==> config.mk <==
export PLATFORM = sky130hd
export DESIGN_NAME = reg_bank_sequencer
export DESIGN_NICKNAME = d
export VERILOG_FILES = /design/src/rtl/reg_bank_sequencer.sv
export SDC_FILE = /design/constraint.sdc
export NUM_CORES = 1
export LEC_CHECK = 0
export ABC_AREA = 1
export CORE_ASPECT_RATIO = 1.1
export CORE_UTILIZATION = 37
export DETAILED_ROUTE_END_ITERATION = 10
export GPL_ROUTABILITY_DRIVEN = 0
export PLACE_DENSITY_LB_ADDON = 0.12
export SLEW_MARGIN = 20
export SYNTH_ARGS = -nofsm -noshare
export SYNTH_HDL_FRONTEND = slang
export SYNTH_SLANG_ARGS = --single-unit
==> constraint.sdc <==
create_clock -name clk -period 1.39 [get_ports clk]
set_input_delay 0.139 -clock clk [delete_from_list [all_inputs] [get_ports clk]]
set_output_delay 0.139 -clock clk [all_outputs]
set_load 0.1 [all_outputs]
==> src/rtl/reg_bank_sequencer.sv <==
// Control sequencer for the register bank: steps one ARMv4 instruction through operand gating, result latch and PC increment.
// Optional macro COND_EXEC_EN adds an NZCV input and evaluates the condition field at accept time.
module reg_bank_sequencer (
    input  logic        clk,
    input  logic        rst,
    input  logic        IR_VALID,
    input  logic [31:0] IR,
`ifdef COND_EXEC_EN
    input  logic [3:0]  NZCV,
`endif
    output logic        IR_READY,
    output logic        LATCH_REG,
    output logic        PC_MUX,
    output logic        RD_MUX,
    output logic        DATA_MUX,
    output logic        REG_GATE_A,
    output logic        REG_GATE_B,
    output logic        REG_GATE_C,
    output logic        INSTR_DONE
);

    typedef enum logic [2:0] {
        S_IDLE  = 3'd0,
        S_EXEC  = 3'd1,
        S_MUL1  = 3'd2,
        S_MUL2  = 3'd3,
        S_PCINC = 3'd4
    } state_t;

    state_t      state_q, state_d;
    logic [31:0] ir_q, ir_d;

    logic ready_c, latch_c, pc_mux_c, rd_mux_c, data_mux_c;
    logic gate_a_c, gate_b_c, gate_c_c, done_c;
    logic cond_ok;
    logic unused_ir_bits;

    assign unused_ir_bits = ^{ir_q[31:28], ir_q[20:16], ir_q[11:8], ir_q[3:0]};

`ifdef COND_EXEC_EN
    logic flag_n, flag_z, flag_c, flag_v;
    assign {flag_n, flag_z, flag_c, flag_v} = NZCV;

    always_comb begin
        cond_ok = 1'b0;
        case (IR[31:28])
            4'h0: cond_ok = flag_z;
            4'h1: cond_ok = ~flag_z;
            4'h2: cond_ok = flag_c;
            4'h3: cond_ok = ~flag_c;
            4'h4: cond_ok = flag_n;
            4'h5: cond_ok = ~flag_n;
            4'h6: cond_ok = flag_v;
            4'h7: cond_ok = ~flag_v;
            4'h8: cond_ok = flag_c & ~flag_z;
            4'h9: cond_ok = ~flag_c | flag_z;
            4'hA: cond_ok = (flag_n == flag_v);
            4'hB: cond_ok = (flag_n != flag_v);
            4'hC: cond_ok = ~flag_z & (flag_n == flag_v);
            4'hD: cond_ok = flag_z | (flag_n != flag_v);
            4'hE: cond_ok = 1'b1;
            default: cond_ok = 1'b0;
        endcase
    end
`else
    assign cond_ok = 1'b1;
`endif

    always_ff @(posedge clk) begin
        if (rst) begin
            state_q <= S_IDLE;
            ir_q    <= 32'd0;
        end else begin
            state_q <= state_d;
            ir_q    <= ir_d;
        end
    end

    always_comb begin
        state_d    = state_q;
        ir_d       = ir_q;
        ready_c    = 1'b0;
        latch_c    = 1'b0;
        pc_mux_c   = 1'b0;
        rd_mux_c   = 1'b0;
        data_mux_c = 1'b0;
        gate_a_c   = 1'b0;
        gate_b_c   = 1'b0;
        gate_c_c   = 1'b0;
        done_c     = 1'b0;
        case (state_q)
            S_IDLE: begin
                ready_c = 1'b1;
                if (IR_VALID) begin
                    ir_d = IR;
                    // Class decode runs on the port word so the first execute cycle follows the accept edge directly.
                    if (!cond_ok)
                        state_d = S_PCINC;
                    else if (IR[27:22] == 6'b000000 && IR[7:4] == 4'b1001)
                        state_d = S_MUL1;
                    else if (IR[27:26] == 2'b00)
                        state_d = S_EXEC;
                    else
                        state_d = S_PCINC;
                end
            end
            S_EXEC: begin
                rd_mux_c   = 1'b1;
                data_mux_c = 1'b1;
                gate_a_c   = ~(ir_q[24:21] == 4'b1101 || ir_q[24:21] == 4'b1111);
                gate_b_c   = ~ir_q[25];
                gate_c_c   = ~ir_q[25] & ir_q[4];
                latch_c    = (ir_q[24:23] != 2'b10);
                // A write to R15 already redirects the PC, so the increment step is skipped.
                if (latch_c && ir_q[15:12] == 4'hF) begin
                    done_c  = 1'b1;
                    state_d = S_IDLE;
                end else begin
                    state_d = S_PCINC;
                end
            end
            S_MUL1, S_MUL2: begin
                gate_a_c   = ir_q[21];
                gate_b_c   = 1'b1;
                gate_c_c   = 1'b1;
                data_mux_c = 1'b1;
                latch_c    = (state_q == S_MUL2);
                state_d    = (state_q == S_MUL1) ? S_MUL2 : S_PCINC;
            end
            S_PCINC: begin
                pc_mux_c = 1'b1;
                latch_c  = 1'b1;
                done_c   = 1'b1;
                state_d  = S_IDLE;
            end
            default: state_d = S_IDLE;
        endcase
    end

    // Every control line is held low while reset is asserted, including the cycle an abandoned sequence is in.
    assign IR_READY   = ready_c    & ~rst;
    assign LATCH_REG  = latch_c    & ~rst;
    assign PC_MUX     = pc_mux_c   & ~rst;
    assign RD_MUX     = rd_mux_c   & ~rst;
    assign DATA_MUX   = data_mux_c & ~rst;
    assign REG_GATE_A = gate_a_c   & ~rst;
    assign REG_GATE_B = gate_b_c   & ~rst;
    assign REG_GATE_C = gate_c_c   & ~rst;
    assign INSTR_DONE = done_c     & ~rst;

endmodule

==> metrics.txt, run 1 <==
# TYPE chip_impl_metric gauge
chip_impl_metric{name="dp_worst_setup_slack",unit="ps"} -30.3
chip_impl_metric{name="synth.yosys.warnings",unit=""} 0
chip_impl_info{name="start_kind",value="flop"} 1
chip_impl_metric{name="synth-simple-area-share",unit="%"} 39.1
chip_impl_metric{name="final.fill_count",unit=""} 151
chip_impl_metric{name="slew-limit-headroom",unit="%"} 85.4
chip_impl_metric{name="fp.coreArea",unit="sq um"} 1860
chip_impl_metric{name="worst_r2r_path_depth",unit=""} 8
chip_impl_metric{name="drt_pre_antenna_iters",unit=""} 4
chip_impl_info{name="synth_largest_area_cell",value="dfxtp_1"} 1
chip_impl_metric{name="ys_seq_area_share",unit="%"} 31.6
chip_impl_metric{name="wire_per_inst",unit="um"} 11.2
chip_impl_info{name="ys_top_cells_by_area",value="dfxtp_1, nand2_1, a21oi_2"} 1
chip_impl_info{name="timing_worst_setup_path_type",value="reg -> out"} 1
chip_impl_metric{name="multi_input_comb_area",unit="sq um"} 522
chip_impl_metric{name="synth.lib_cells_used.distinct",unit=""} 20
chip_impl_metric{name="synth-async-reset-ratio",unit="%"} 0
chip_impl_info{name="synth_most_common_cell",value="nand2_1"} 1
chip_impl_metric{name="design.final.nets",unit=""} 178
chip_impl_metric{name="post_synth_inst_count",unit=""} 104
chip_impl_metric{name="flow.area_growth_from_synthesis",unit="%"} 78.1
chip_impl_metric{name="yosys-mux-area-fraction",unit="%"} 0
chip_impl_metric{name="dieWidth",unit="um"} 45.2
chip_impl_metric{name="floorplan.initialDensity",unit="%"} 40.9
chip_impl_metric{name="clock_path_buffers",unit=""} 2
chip_impl_metric{name="syn-cell-area",unit="sq um"} 761
chip_impl_metric{name="shortest_period_the_worst_path_allows",unit="ps"} 1510
chip_impl_metric{name="design.portCount",unit=""} 44
chip_impl_metric{name="fin_setup_tns",unit="ps"} -563
chip_impl_metric{name="clk_pin_slew_worst_paths",unit="ps"} 80
chip_impl_metric{name="grt_first_pass_wirelength",unit="um"} 3230
chip_impl_metric{name="number_of_global_route_vias_before_repair",unit=""} 758
chip_impl_metric{name="synth_edf_count",unit=""} 0
chip_impl_metric{name="finalClockSkew",unit="ps"} 3.91
chip_impl_metric{name="crit_fanout",unit=""} 4
chip_impl_metric{name="row_count",unit=""} 16
chip_impl_metric{name="power",unit="W"} 0.00107
chip_impl_metric{name="setup_ws",unit="ps"} -125
chip_impl_metric{name="tritoncts_num_sinks",unit=""} 12
chip_impl_metric{name="post-synth-top-area-fraction",unit="%"} 31.6
chip_impl_metric{name="route.antenna.remaining_nets",unit=""} 0
chip_impl_metric{name="regArea",unit="sq um"} 246
chip_impl_metric{name="finalSetupViolations",unit=""} 8
chip_impl_metric{name="whs_path_depth",unit=""} 3
chip_impl_metric{name="worst_pin_slew",unit="ps"} 217
chip_impl_info{name="outcome",value="complete, but fails checks"} 1
chip_impl_info{name="cts.root.buffer_cell",value="clkbuf_4"} 1
chip_impl_metric{name="number_of_antenna_violations_at_the_first_check_in_global_routing",unit=""} 0
chip_impl_info{name="combinational_family_with_the_most_area_after_synthesis",value="simple AND/OR/NAND/NOR gates"} 1
chip_impl_metric{name="synth_fa_ha_area_share",unit="%"} 0
chip_impl_metric{name="synth-seq-cells",unit=""} 12
chip_impl_metric{name="drt_drc_violations_left",unit=""} 0
chip_impl_metric{name="synthXorXnorAreaFrac",unit="%"} 0
chip_impl_metric{name="peakVddDrop",unit="V"} 0.000560
chip_impl_info{name="violations",value="negative setup slack"} 1
chip_impl_info{name="ys_top_cells_by_count",value="nand2_1, inv_1, dfxtp_1"} 1
chip_impl_info{name="hp-class",value="in -> reg"} 1
chip_impl_metric{name="detailed_place_hpwl",unit="um"} 1430
chip_impl_metric{name="tritoncts.num_buffers",unit=""} 3
chip_impl_metric{name="synth_compound_gate_area_share",unit="%"} 16.3
chip_impl_metric{name="final_count_of_hold_timing_violations",unit=""} 0
chip_impl_metric{name="post_synth.cell_area_avg",unit="sq um"} 7.31
chip_impl_metric{name="hold_ws",unit="ps"} 424
chip_impl_metric{name="worstPathRequired",unit="ps"} 1250
chip_impl_metric{name="synthesis.nets",unit=""} 139
chip_impl_metric{name="diodes",unit=""} 0
chip_impl_metric{name="grt_usage",unit="%"} 19.8
chip_impl_metric{name="aggregate_global_routing_overflow",unit=""} 0
chip_impl_metric{name="drt-total-wl",unit="um"} 1890
chip_impl_metric{name="critical_path_arrival",unit="ps"} 1380
chip_impl_info{name="grt_setup_unrepaired",value="true"} 1
chip_impl_info{name="synth_top_flop_cell",value="dfxtp_1"} 1
chip_impl_metric{name="chipHeight",unit="um"} 49.6
chip_impl_metric{name="count_of_vias_placed_by_the_detailed_router",unit=""} 794
chip_impl_info{name="timing.critical_path.to_type",value="output port"} 1
chip_impl_metric{name="fraction_of_layout_instances_using_a_drive_strength_above_1",unit="%"} 47.2
chip_impl_metric{name="static-leakage-power",unit="nW"} 0.529
chip_impl_metric{name="via_per_inst",unit=""} 4.70
chip_impl_metric{name="maxCapViolCount",unit=""} 0
chip_impl_metric{name="fmax",unit="MHz"} 660
chip_impl_metric{name="grt_start_max_net_pins",unit=""} 14
chip_impl_metric{name="power_per_cell_area",unit="nW/um^2"} 793
chip_impl_metric{name="die-area",unit="sq um"} 2240
chip_impl_metric{name="post-route-period-util",unit="%"} 109
chip_impl_info{name="tritoncts",value="yes"} 1
chip_impl_metric{name="clock_latency_late_sink",unit="ps"} 290
chip_impl_metric{name="dr.first_iter.drc_count",unit=""} 12
chip_impl_metric{name="finalMaxSlewViolations",unit=""} 0
chip_impl_metric{name="io_buffer_count",unit=""} 26
chip_impl_metric{name="ctsHtreeMaxLevel",unit=""} 1
-- cell usage in the layout, fill, tap and decap left out, drive strengths merged --
cell type	instances
clkdlybuf4s50	17
a21oi	15
nor3	1
nand2	25
nand3	16
buf	21
o21ai	3
clkbuf	4
dfxtp	12
inv	15
nand4	2
nor2	11
-- cells by family (layout without fill, tap and decap cells) --
group                  after synthesis  count (layout)
buffers and inverters               19              57
AO/OA/AOI/OAI                       18              18
AND/OR/NAND/NOR                     55              55
flip-flops                          12              12
-- registers in the layout, summed over array words and instances (netlist names) --
signal / flops
ir_q: 9
state_q: 3
-- area by class of cell --
cell class / count / area share, %
Tap cell: 27 / 2.49
Clock buffer: 4 / 2.68
Timing Repair Buffer: 38 / 33.4
Sequential cell: 12 / 18.2
Inverter: 15 / 4.71
Multi-Input combinational cell: 73 / 38.5
-- worst paths after layout --
path	from	slack, ps	end
worst max-delay path	state_q[2]	-120	REG_GATE_A
worst min-delay path	IR[21]	420	ir_q[21]
worst max register to register	state_q[0]	80	ir_q[23]
worst min register to register	ir_q[12]	480	ir_q[12]
-- power by group --
| part | leakage (nW) | internal [W] | switching [W] |
|---|---|---|---|
| logic | 0.408 | 0.000168 | 0.000228 |
| clock network | 0.0210 | 0.000160 | 0.000133 |
| registers | 0.100 | 0.000367 | 0.0000190 |
| total | 0.529 | 0.000695 | 0.000380 |
-- through the flow --
stage / cell area (sq um) / util (%) / cells
detailed placement: 1260 / 67.6 / 161
floorplan: 840 / - / 104
CTS: 1310 / 70.5 / 166
global placement: 1260 / 67.6 / 161
finish: 1360 / 72.8 / 169
global route: 1360 / 72.8 / 169
-- layer usage --
metal	track usage [%]	wire length [um]	up-vias
li1	-	-	412
met1	23.9	808	355
met2	33.1	968	22
met3	3.30	66	5
met4	9.09	43	0
met5	0	0	-
-- worst max-delay path, cell delays in order, from the launching register on --
cell and delay, ps:
dfxtp_4 370, nor2_4 110, nand2_2 80, inv_2 90, nand2_2 70, a21oi_4 170
buf_12 190
-- repair_timing --
action,in CTS,in global routing
setup endpoints to repair,7,8
pin swaps,6,2
setup buffers,1,3
gates resized for setup,5,5
hold buffers,0,0
No activity file was read; power rests on OpenSTA's default activity.
==> run 2: changes to the inputs <==
--- a/config.mk
+++ b/config.mk
@@ -6,7 +6,6 @@
 export NUM_CORES = 1
 export LEC_CHECK = 0
 export ABC_AREA = 1
-export CORE_ASPECT_RATIO = 1.1
 export CORE_UTILIZATION = 37
 export DETAILED_ROUTE_END_ITERATION = 10
 export GPL_ROUTABILITY_DRIVEN = 0
==> run 2 against run 1 <==
Compared with the run above: global-route usage fell by 2.0 points; die area hardly changed; combinational power about the same; sequential cell count unchanged; core utilization is 3.6 points lower; the run still ends with negative setup slack left; critical path type unchanged; fmax is 3.6% higher; critical path depth unchanged.
==> metrics.txt, run 2 (synthesis results as in run 1) <==
# TYPE chip_impl_metric gauge
chip_impl_info{name="outcome",value="complete, but fails checks"} 1
chip_impl_info{name="violations",value="negative setup slack"} 1
chip_impl_metric{name="count_of_vias_placed_by_the_detailed_router",unit=""} 779
chip_impl_info{name="cts.root.buffer_cell",value="clkbuf_4"} 1
chip_impl_metric{name="diodes",unit=""} 0
chip_impl_metric{name="fp.coreArea",unit="sq um"} 1940
chip_impl_metric{name="drt-total-wl",unit="um"} 1770
chip_impl_metric{name="tritoncts_num_sinks",unit=""} 12
chip_impl_metric{name="finalMaxSlewViolations",unit=""} 0
chip_impl_info{name="final_cell_mix",value="nand2_1, clkdlybuf4s50_1, inv_1, buf_12, buf_4"} 1
chip_impl_info{name="timing_worst_setup_path_type",value="reg -> out"} 1
chip_impl_metric{name="setup_ws",unit="ps"} -72.7
chip_impl_info{name="start_kind",value="flop"} 1
chip_impl_metric{name="stdcell_area",unit="sq um"} 1340
chip_impl_metric{name="worst_pin_slew",unit="ps"} 236
chip_impl_metric{name="largest_reg_flops",unit=""} 9
chip_impl_metric{name="whs_path_depth",unit=""} 3
chip_impl_info{name="grt_setup_unrepaired",value="true"} 1
chip_impl_info{name="hp-class",value="in -> reg"} 1
chip_impl_metric{name="dieWidth",unit="um"} 47.3
chip_impl_metric{name="number_of_antenna_violations_at_the_first_check_in_global_routing",unit=""} 0
chip_impl_metric{name="post-route-period-util",unit="%"} 105
chip_impl_metric{name="die-area",unit="sq um"} 2240
chip_impl_metric{name="clock_path_buffers",unit=""} 2
chip_impl_metric{name="final_count_of_hold_timing_violations",unit=""} 0
chip_impl_metric{name="tritoncts.num_buffers",unit=""} 3
chip_impl_metric{name="worst_r2r_path_depth",unit=""} 8
chip_impl_metric{name="wire_per_inst",unit="um"} 10.5
chip_impl_metric{name="fraction_of_layout_instances_using_a_drive_strength_above_1",unit="%"} 47.5
chip_impl_metric{name="shortest_period_the_worst_path_allows",unit="ps"} 1460
chip_impl_metric{name="aggregate_global_routing_overflow",unit=""} 0
chip_impl_metric{name="power_per_cell_area",unit="nW/um^2"} 733
chip_impl_metric{name="fmax",unit="MHz"} 684
chip_impl_info{name="top_register",value="ir_q"} 1
chip_impl_metric{name="clk_pin_slew_worst_paths",unit="ps"} 70
chip_impl_metric{name="io_buffer_count",unit=""} 26
chip_impl_metric{name="finalSetupViolations",unit=""} 4
chip_impl_metric{name="design.final.nets",unit=""} 178
chip_impl_metric{name="peakVddDrop",unit="V"} 0.000639
chip_impl_metric{name="crit_fanout",unit=""} 3
chip_impl_metric{name="grt_start_max_net_pins",unit=""} 14
chip_impl_metric{name="design.portCount",unit=""} 44
chip_impl_metric{name="static-leakage-power",unit="nW"} 0.527
chip_impl_metric{name="maxCapViolCount",unit=""} 0
chip_impl_info{name="most_common_cell_after_layout_fill_and_taps_aside",value="nand2_1"} 1
chip_impl_metric{name="route.antenna.remaining_nets",unit=""} 0
chip_impl_metric{name="power",unit="W"} 0.000985
chip_impl_metric{name="number_of_global_route_vias_before_repair",unit=""} 674
chip_impl_metric{name="ctsHtreeMaxLevel",unit=""} 1
chip_impl_metric{name="worstPathRequired",unit="ps"} 1250
chip_impl_metric{name="finalClockSkew",unit="ps"} 5.10
chip_impl_metric{name="row_count",unit=""} 16
chip_impl_metric{name="chipHeight",unit="um"} 47.3
chip_impl_metric{name="grt_usage",unit="%"} 17.8
chip_impl_info{name="layout_top_registers",value="ir_q: 9 flops, state_q: 3 flops"} 1
chip_impl_metric{name="flow.area_growth_from_synthesis",unit="%"} 76.6
chip_impl_metric{name="dr.first_iter.drc_count",unit=""} 11
chip_impl_metric{name="clock_latency_late_sink",unit="ps"} 270
chip_impl_metric{name="slew-limit-headroom",unit="%"} 84.2
chip_impl_metric{name="drt_pre_antenna_iters",unit=""} 4
chip_impl_info{name="timing.critical_path.to_type",value="output port"} 1
chip_impl_metric{name="drt_drc_violations_left",unit=""} 0
chip_impl_info{name="tritoncts",value="yes"} 1
chip_impl_metric{name="floorplan.initialDensity",unit="%"} 39.2
chip_impl_metric{name="grt_first_pass_wirelength",unit="um"} 2770
chip_impl_metric{name="via_per_inst",unit=""} 4.64
chip_impl_metric{name="detailed_place_hpwl",unit="um"} 1410
chip_impl_metric{name="placement.cell_area",unit="sq um"} 1260
chip_impl_metric{name="critical_path_arrival",unit="ps"} 1320
[run 2: final timing paths]
check,slack (ps),startpoint,to
min,450,IR[13],ir_q[13]
max,-70,state_q[2],REG_GATE_C
max reg2reg,70,state_q[0],ir_q[23]
min reg2reg,470,ir_q[25],ir_q[25]
[run 2: per-stage QoR]
stage          TNS [ps]  instances  hold WS (ps)  worst slack (ps)  utilization (%)
2_1_floorplan     -1150        104           288              -387                -
3_3_place_gp       -110        161           455             -42.3             64.8
3_5_place_dp      -73.5        161           459             -26.9             64.8
4_1_cts            -354        167           445             -77.6             68.4
5_1_grt            -640        168           455              -145             69.2
6_report           -228        168           447             -72.7             69.2
[run 2: worst max-delay path: stages (launching register included)]
cell	delay (ps)
dfxtp_4	360
nor2_4	120
nand2_2	90
inv_2	70
nand3_2	80
a21oi_4	150
buf_12	190
[run 2: metal layers]
metal  track usage, %  part of all wire [%]  wire (um)
met5                0                     0          0
met4             6.29                   1.1         19
met3             4.23                   3.1         54
met2             30.7                    52        915
met1             21.4                    44        774
[run 2: power by group]
part | switching (W) | leakage [nW] | internal [W]
Clock | 0.000109 | 0.0138 | 0.000100
Sequential | 0.0000159 | 0.100 | 0.000365
Combinational | 0.000229 | 0.413 | 0.000166
[run 2: final cells by class]
class	instances	area, sq um
Fill cell	168	598
Multi-Input combinational cell	73	522
Timing Repair Buffer	38	455
Sequential cell	12	249
Inverter	15	61.3
Tap cell	27	33.8
Clock buffer	3	22.5
[run 2: repair_timing]
item,in CTS,in global routing
setup endpoints to repair,8,8
buffers inserted,3,1
gates resized for setup,12,2
pin swaps,9,3
hold buffers,0,0
cloned,0,0
==> run 3: changes to the inputs <==
--- a/config.mk
+++ b/config.mk
@@ -6,6 +6,7 @@
 export NUM_CORES = 1
 export LEC_CHECK = 0
 export ABC_AREA = 1
+export CAP_MARGIN = 20
 export CORE_UTILIZATION = 37
 export DETAILED_ROUTE_END_ITERATION = 10
 export GPL_ROUTABILITY_DRIVEN = 0
==> results of run 3 <==
No change in the layout: final DEF, timing and power equal those of run 2.
